===== config.mk =====
export PLATFORM = sky130hd
export DESIGN_NAME = vga_timing_controller_flat
export DESIGN_NICKNAME = d
export VERILOG_FILES = /design/src/rtl/vga_timing_controller_if.sv /design/src/rtl/vga_timing_controller.sv /design/src/flat_wrapper.sv
export SDC_FILE = /design/constraint.sdc
export NUM_CORES = 1
export LEC_CHECK = 0
export BUFFER_PORTS_ARGS = -buffer_cell sky130_fd_sc_hd__buf_2
export CORE_UTILIZATION = 56
export DETAILED_ROUTE_END_ITERATION = 6
export GPL_TIMING_DRIVEN = 0
export PLACE_DENSITY = 0.82
export SYNTH_ARGS = -nofsm -noshare
export SYNTH_HDL_FRONTEND = slang
export SYNTH_SLANG_ARGS = --single-unit

===== constraint.sdc =====
create_clock -name clk -period 2.92 [get_ports clk]
set_clock_uncertainty 0.15 [all_clocks]
set_input_delay 0.438 -clock clk [delete_from_list [all_inputs] [get_ports clk]]
set_output_delay 0.438 -clock clk [all_outputs]
set_load 0.01 [all_outputs]

===== src/rtl/vga_timing_controller_if.sv =====
// Video timing bundle: scan position, sync/blank strobes and the buffer-swap handshake.
// master = timing generator, slave = pixel pipeline / frame-buffer manager.
interface vga_timing_controller_if;
    logic        swap_req;
    logic [10:0] hcount;
    logic [9:0]  vcount;
    logic        hsync;
    logic        vsync;
    logic        at_display_area;
    logic        pix_tick;
    logic        frame_start;
    logic        swap_ack;
    logic        buf_sel;

    modport master (
        input  swap_req,
        output hcount, vcount, hsync, vsync, at_display_area,
        output pix_tick, frame_start, swap_ack, buf_sel
    );

    modport slave (
        output swap_req,
        input  hcount, vcount, hsync, vsync, at_display_area,
        input  pix_tick, frame_start, swap_ack, buf_sel
    );
endinterface


===== src/rtl/vga_timing_controller.sv =====
// VGA raster timing with pixel-clock divider and vblank-synchronised double-buffer swap.
// Latency: all outputs registered, zero skew between position and strobes; no backpressure (free-running).
module vga_timing_controller #(
    parameter int unsigned CLK_DIV  = 4,
    parameter int unsigned H_ACTIVE = 640,
    parameter int unsigned H_FP     = 16,
    parameter int unsigned H_SYNC   = 96,
    parameter int unsigned H_BP     = 48,
    parameter int unsigned V_ACTIVE = 480,
    parameter int unsigned V_FP     = 10,
    parameter int unsigned V_SYNC   = 2,
    parameter int unsigned V_BP     = 33
) (
    input  logic                            clk,
    input  logic                            reset,
    vga_timing_controller_if.master         vga
);

    localparam int unsigned H_TOTAL = H_ACTIVE + H_FP + H_SYNC + H_BP;
    localparam int unsigned V_TOTAL = V_ACTIVE + V_FP + V_SYNC + V_BP;
    localparam int unsigned DIV_W   = (CLK_DIV > 1) ? $clog2(CLK_DIV) : 1;

    localparam logic [DIV_W-1:0] DIV_LAST = DIV_W'(CLK_DIV - 1);
    localparam logic [10:0]      H_LAST   = 11'(H_TOTAL - 1);
    localparam logic [10:0]      H_ACT    = 11'(H_ACTIVE);
    localparam logic [10:0]      HS_BEG   = 11'(H_ACTIVE + H_FP);
    localparam logic [10:0]      HS_END   = 11'(H_ACTIVE + H_FP + H_SYNC);
    localparam logic [9:0]       V_LAST   = 10'(V_TOTAL - 1);
    localparam logic [9:0]       V_ACT    = 10'(V_ACTIVE);
    localparam logic [9:0]       V_PRE_BL = 10'(V_ACTIVE - 1);
    localparam logic [9:0]       VS_BEG   = 10'(V_ACTIVE + V_FP);
    localparam logic [9:0]       VS_END   = 10'(V_ACTIVE + V_FP + V_SYNC);

    typedef enum logic {
        IDLE,
        PENDING
    } swap_state_t;

    // running is low for the one edge after reset so that (0,0) with div_cnt 0
    // is presented for a full pixel period once reset is released.
    logic             running;
    logic [DIV_W-1:0] div_cnt;
    logic [DIV_W-1:0] div_nxt;
    logic [10:0]      h_q;
    logic [10:0]      h_nxt;
    logic [9:0]       v_q;
    logic [9:0]       v_nxt;
    logic             tick;
    logic             h_wrap;
    logic             vblank_edge;

    logic             hsync_q;
    logic             vsync_q;
    logic             disp_q;
    logic             tick_q;
    logic             fs_q;

    swap_state_t      swap_state;
    logic             ack_q;
    logic             buf_q;

    always_comb begin
        tick        = running && (div_cnt == DIV_LAST);
        h_wrap      = tick && (h_q == H_LAST);
        vblank_edge = h_wrap && (v_q == V_PRE_BL);

        div_nxt = div_cnt;
        h_nxt   = h_q;
        v_nxt   = v_q;
        if (running) begin
            div_nxt = tick ? '0 : div_cnt + DIV_W'(1);
        end
        if (tick) begin
            h_nxt = h_wrap ? '0 : h_q + 11'd1;
        end
        if (h_wrap) begin
            v_nxt = (v_q == V_LAST) ? '0 : v_q + 10'd1;
        end
    end

    // Strobes are derived from the next position so they land on the same edge as the counters.
    always_ff @(posedge clk) begin
        if (reset) begin
            running <= 1'b0;
            div_cnt <= '0;
            h_q     <= '0;
            v_q     <= '0;
            hsync_q <= 1'b1;
            vsync_q <= 1'b1;
            disp_q  <= 1'b0;
            tick_q  <= 1'b0;
            fs_q    <= 1'b0;
        end else begin
            running <= 1'b1;
            div_cnt <= div_nxt;
            h_q     <= h_nxt;
            v_q     <= v_nxt;
            hsync_q <= !((h_nxt >= HS_BEG) && (h_nxt < HS_END));
            vsync_q <= !((v_nxt >= VS_BEG) && (v_nxt < VS_END));
            disp_q  <= (h_nxt < H_ACT) && (v_nxt < V_ACT);
            tick_q  <= (div_nxt == DIV_LAST);
            fs_q    <= (div_nxt == DIV_LAST) && (h_nxt == '0) && (v_nxt == '0);
        end
    end

    // A request arriving on the applying edge re-arms PENDING for the following frame.
    always_ff @(posedge clk) begin
        if (reset) begin
            swap_state <= IDLE;
            ack_q      <= 1'b0;
            buf_q      <= 1'b0;
        end else begin
            ack_q <= 1'b0;
            case (swap_state)
                IDLE: begin
                    if (vga.swap_req) begin
                        swap_state <= PENDING;
                    end
                end
                PENDING: begin
                    if (vblank_edge) begin
                        ack_q      <= 1'b1;
                        buf_q      <= ~buf_q;
                        swap_state <= vga.swap_req ? PENDING : IDLE;
                    end
                end
                default: swap_state <= IDLE;
            endcase
        end
    end

    assign vga.hcount          = h_q;
    assign vga.vcount          = v_q;
    assign vga.hsync           = hsync_q;
    assign vga.vsync           = vsync_q;
    assign vga.at_display_area = disp_q;
    assign vga.pix_tick        = tick_q;
    assign vga.frame_start     = fs_q;
    assign vga.swap_ack        = ack_q;
    assign vga.buf_sel         = buf_q;

endmodule


===== src/flat_wrapper.sv =====
// flat-port wrapper written by rule: the top's interface ports become plain ports
module vga_timing_controller_flat 
#(
    parameter int unsigned CLK_DIV  = 4,
    parameter int unsigned H_ACTIVE = 640,
    parameter int unsigned H_FP     = 16,
    parameter int unsigned H_SYNC   = 96,
    parameter int unsigned H_BP     = 48,
    parameter int unsigned V_ACTIVE = 480,
    parameter int unsigned V_FP     = 10,
    parameter int unsigned V_SYNC   = 2,
    parameter int unsigned V_BP     = 33
)
  (clk, reset, vga_swap_req, vga_hcount, vga_vcount, vga_hsync, vga_vsync, vga_at_display_area, vga_pix_tick, vga_frame_start, vga_swap_ack, vga_buf_sel);
  vga_timing_controller_if vga_i ();
  input  logic clk;
  input  logic reset;
  input wire logic [$bits(vga_i.swap_req)-1:0] vga_swap_req;
  output wire logic [$bits(vga_i.hcount)-1:0] vga_hcount;
  output wire logic [$bits(vga_i.vcount)-1:0] vga_vcount;
  output wire logic [$bits(vga_i.hsync)-1:0] vga_hsync;
  output wire logic [$bits(vga_i.vsync)-1:0] vga_vsync;
  output wire logic [$bits(vga_i.at_display_area)-1:0] vga_at_display_area;
  output wire logic [$bits(vga_i.pix_tick)-1:0] vga_pix_tick;
  output wire logic [$bits(vga_i.frame_start)-1:0] vga_frame_start;
  output wire logic [$bits(vga_i.swap_ack)-1:0] vga_swap_ack;
  output wire logic [$bits(vga_i.buf_sel)-1:0] vga_buf_sel;
  assign vga_i.swap_req = vga_swap_req;
  assign vga_hcount = vga_i.hcount;
  assign vga_vcount = vga_i.vcount;
  assign vga_hsync = vga_i.hsync;
  assign vga_vsync = vga_i.vsync;
  assign vga_at_display_area = vga_i.at_display_area;
  assign vga_pix_tick = vga_i.pix_tick;
  assign vga_frame_start = vga_i.frame_start;
  assign vga_swap_ack = vga_i.swap_ack;
  assign vga_buf_sel = vga_i.buf_sel;
  vga_timing_controller #(.CLK_DIV(CLK_DIV), .H_ACTIVE(H_ACTIVE), .H_FP(H_FP), .H_SYNC(H_SYNC), .H_BP(H_BP), .V_ACTIVE(V_ACTIVE), .V_FP(V_FP), .V_SYNC(V_SYNC), .V_BP(V_BP)) u_core (.clk(clk), .reset(reset), .vga(vga_i));
endmodule

==> reports/metrics.yaml <==
run_status:
  status: "finished clean"
logic_synthesis:
  syn_nets: 227
  synth_flop_cell: "dfxtp_1"
  synth-edff-count: 0
  synth-seq-area-share_pct: 33.01
  syn_inst: 220
  synth_area_um2: 1941
  synth_area_per_cell_um2: 8.821
  synthArstFlopShare_pct: 0
  yosysWarnings: 0
  synth_cell_type_count: 55
  ys_ff_latch: 32
route:
  wl_um: 4396
  dr.first_iter.drc_count: 117
  drt_drc_violations_left: 0
  route.detailed.vias_per_inst: 5.861
  vias: 1770
  first_pass_iters: 4
  post_drt_wl_per_cell_um: 14.56
  ant_nets: 0
cells_and_area:
  fillers: 297
  drive_gt1_share_pct: 25.78
  utilization_pct: 66.18
  area_growth_pct: 13.80
  layout.nets: 263
  antennaDiodeCount: 0
power:
  vdd_drop_max_v: 0.0002007
  p_leak_nw: 0.9213
  power_density_nw_per_um2: 349.4
die:
  rows: 21
  die_x_um: 60.87
  die_y_um: 60.87
  initial_core_util_pct: 58.16
  core-area_um2: 3337
  io_pins: 31
  die-area_um2: 3705
sta:
  tightestPinTransition_ns: 0.5468
  period_needed_ns: 2.616
  rsz0062_at_grt: "no"
  tns_ns: 0
  setup-violations-final: 0
  slew_headroom_pct: 63.41
  finalHoldViolations: 0
  clock.fmax_ghz: 0.3823
  fin_crit_sh_pct: 89.57
  slew_violations: 0
clock_tree:
  clock_tree.root_cell: "clkbuf_4"
  clkSlewWorstSetupHoldPaths_ns: 0.10
  cts_tree: "yes"
  post-cts-setup-buffers: 0
  hold_buffers: 0
  cts.path.max_buffers: 2
  cts_buffers: 5
  clock-sinks: 32
  ctsResizeCount: 0
  cts-htree-levels: 2
  clk_latency_ns: 0.34
worst_setup_path:
  crit_path_max_incr_delay_ns: 0.39
  r2r_slack_ns: 0.30
  endpoint_kind: "flip-flop"
  critPathTopFamily: "simple AND/OR/NAND/NOR gates"
  cp_data_required_time_ns: 3.05
  timing_worst_setup_path_type: "flip-flop to flip-flop"
  cp_slowest_cell: "nor4b_1"
  worst-path-max-fanout: 9
  r2r_start: "u_core.div_cnt[0]"
  startpoint_type: "flip-flop"
  critPathArrivalTime_ns: 2.75
  critPathBufInv: 2
  path_cells: "ha_1 > and3_1 > buf_6 > and4_4 > buf_8 > and2_1 > o32a_1 > nor4b_1 > and4_1"
  timing.rr.end: "u_core.vga.frame_start"
  r2r_cells: 9
min_path:
  holdCritPathClass: "input pin to flip-flop"
  worstHoldPathCells: 3
  whs_endpoint: "u_core.swap_state"
  worstHoldStart: "vga_swap_req"
place:
  dp_hpwl_um: 3213
  portBuffers: 29
  gp_congestion: 0.9333
global_route:
  antenna_found_initial: 0
  grt_usage_pct: 26.87
  grt_pass1_vias: 1504
  grt_first_pass_wirelength_um: 7176
  grt_max_degree: 11
  overflow: 0
job:
  drv_cap: 0
Yosys cell counts (4+ instances only):
master,number,area [µm²]
nand2_1,11,41.29
ha_1,4,50.05
nor3_1,11,55.05
buf_2,5,25.02
xnor2_1,13,113.9
a21oi_1,13,65.06
and3_1,5,31.28
inv_1,6,22.52
a31oi_1,6,37.54
nand3_1,8,40.04
o21ai_0,6,30.03
nand4_1,9,56.30
dfxtp_1,32,640.6
nor2_1,28,105.1
area by class of cell:
type	instances	area [µm²]	share of cell area, %
Buffer	16	121.4	5.496
Clock buffer	7	65.06	2.946
Inverter	6	22.52	1.020
Multi-Input combinational cell	166	1156	52.35
Sequential cell	32	640.6	29.01
Tap cell	46	57.56	2.606
Timing Repair Buffer	29	145.1	6.572
cell families (layout without fill, tap and decap cells):
| kind of cell | after synthesis | count (layout) | synth area share [%] |
|---|---|---|---|
| and+or+nand+nor | 100 | 100 | 33.01 |
| AOI/OAI and AO/OA | 44 | 44 | 15.34 |
| DFF | 32 | 32 | 33.01 |
| buffers and inverters | 22 | 58 | 7.414 |
| xor gates and xnor gates | 17 | 17 | 8.060 |
| adders and majority gates | 4 | 4 | 2.579 |
| muxes | 1 | 1 | 0.5802 |
how the worst max path moves through the flow:
stage / cells past startpoint / start / end / slack (ns)
final: 9 / u_core.div_cnt[0] / u_core.vga.frame_start / 0.30
after global routing: 7 / u_core.div_cnt[0] / u_core.vga.at_display_area / 0.08
after CTS: 9 / u_core.div_cnt[0] / u_core.vga.frame_start / 0.29
after detailed placement: 9 / u_core.div_cnt[0] / u_core.vga.frame_start / 0.33
after global placement: 9 / u_core.div_cnt[0] / u_core.vga.frame_start / 0.44
after floorplan: 9 / u_core.div_cnt[0] / u_core.vga.vsync / 0.63
per-stage QoR:
stage | area [µm²] | setup WS [ns] | power (mW) | hold slack, ns | std cells
floorplan | 1941 | 0.6319 | 0.4812 | 0.3007 | 220
global placement | 2143 | 0.4405 | 0.4912 | 0.3118 | 295
detailed placement | 2143 | 0.3275 | 0.4930 | 0.3283 | 295
CTS | 2208 | 0.2870 | 0.7718 | 0.1744 | 302
global route | 2208 | 0.07697 | 0.8056 | 0.2023 | 302
finish | 2208 | 0.3045 | 0.7717 | 0.1722 | 302
placed cells by master (no fill, tap or decap), drive strengths merged, types with 3 or more instances in the layout:
master,count
a211oi,4
a21oi,13
a31oi,6
and3,8
and4,4
buf,39
clkbuf,13
dfxtp,32
ha,4
inv,6
nand2,11
nand3,8
nand4,11
nor2,29
nor3,12
nor4b,3
o21ai,7
o31a,3
or3,3
xnor2,13
xor2,4
sequential cells by signal, summed over array words and instances (netlist names):
name and flops:
u_core.div_cnt 2, u_core.vga.vsync 1, u_core.vga.hcount 11, u_core.vga.hsync 1
u_core.vga.pix_tick 1, u_core.vga.vcount 10, u_core.vga.at_display_area 1, u_core.swap_state 1
u_core.vga.frame_start 1, u_core.running 1, u_core.vga.buf_sel 1, u_core.vga.swap_ack 1
worst register-to-register path, delay by kind of cell (launching register included):
family / cells / cell delay [ns]
fa+ha+maj: 1 / 0.29
buf+inv: 2 / 0.28
compound gates: 1 / 0.29
flops: 1 / 0.36
simple gates: 5 / 1.20
metal layers:
metal | GRT usage (%) | part of all wire, % | vias to the layer above
met3 | 6.610 | 4.6 | 8
met2 | 44.27 | 50 | 55
li1 | - | - | 871
met5 | 0 | 0 | -
met4 | 9.416 | 1.6 | 0
met1 | 34.29 | 43 | 836
report_power, final:
group          switching, mW  internal (mW)  total (mW)
sequential           0.00672          0.444       0.450
clock                  0.153          0.136       0.289
combinational         0.0195         0.0127      0.0321
Note: power is estimated with default switching activity, not from simulation.
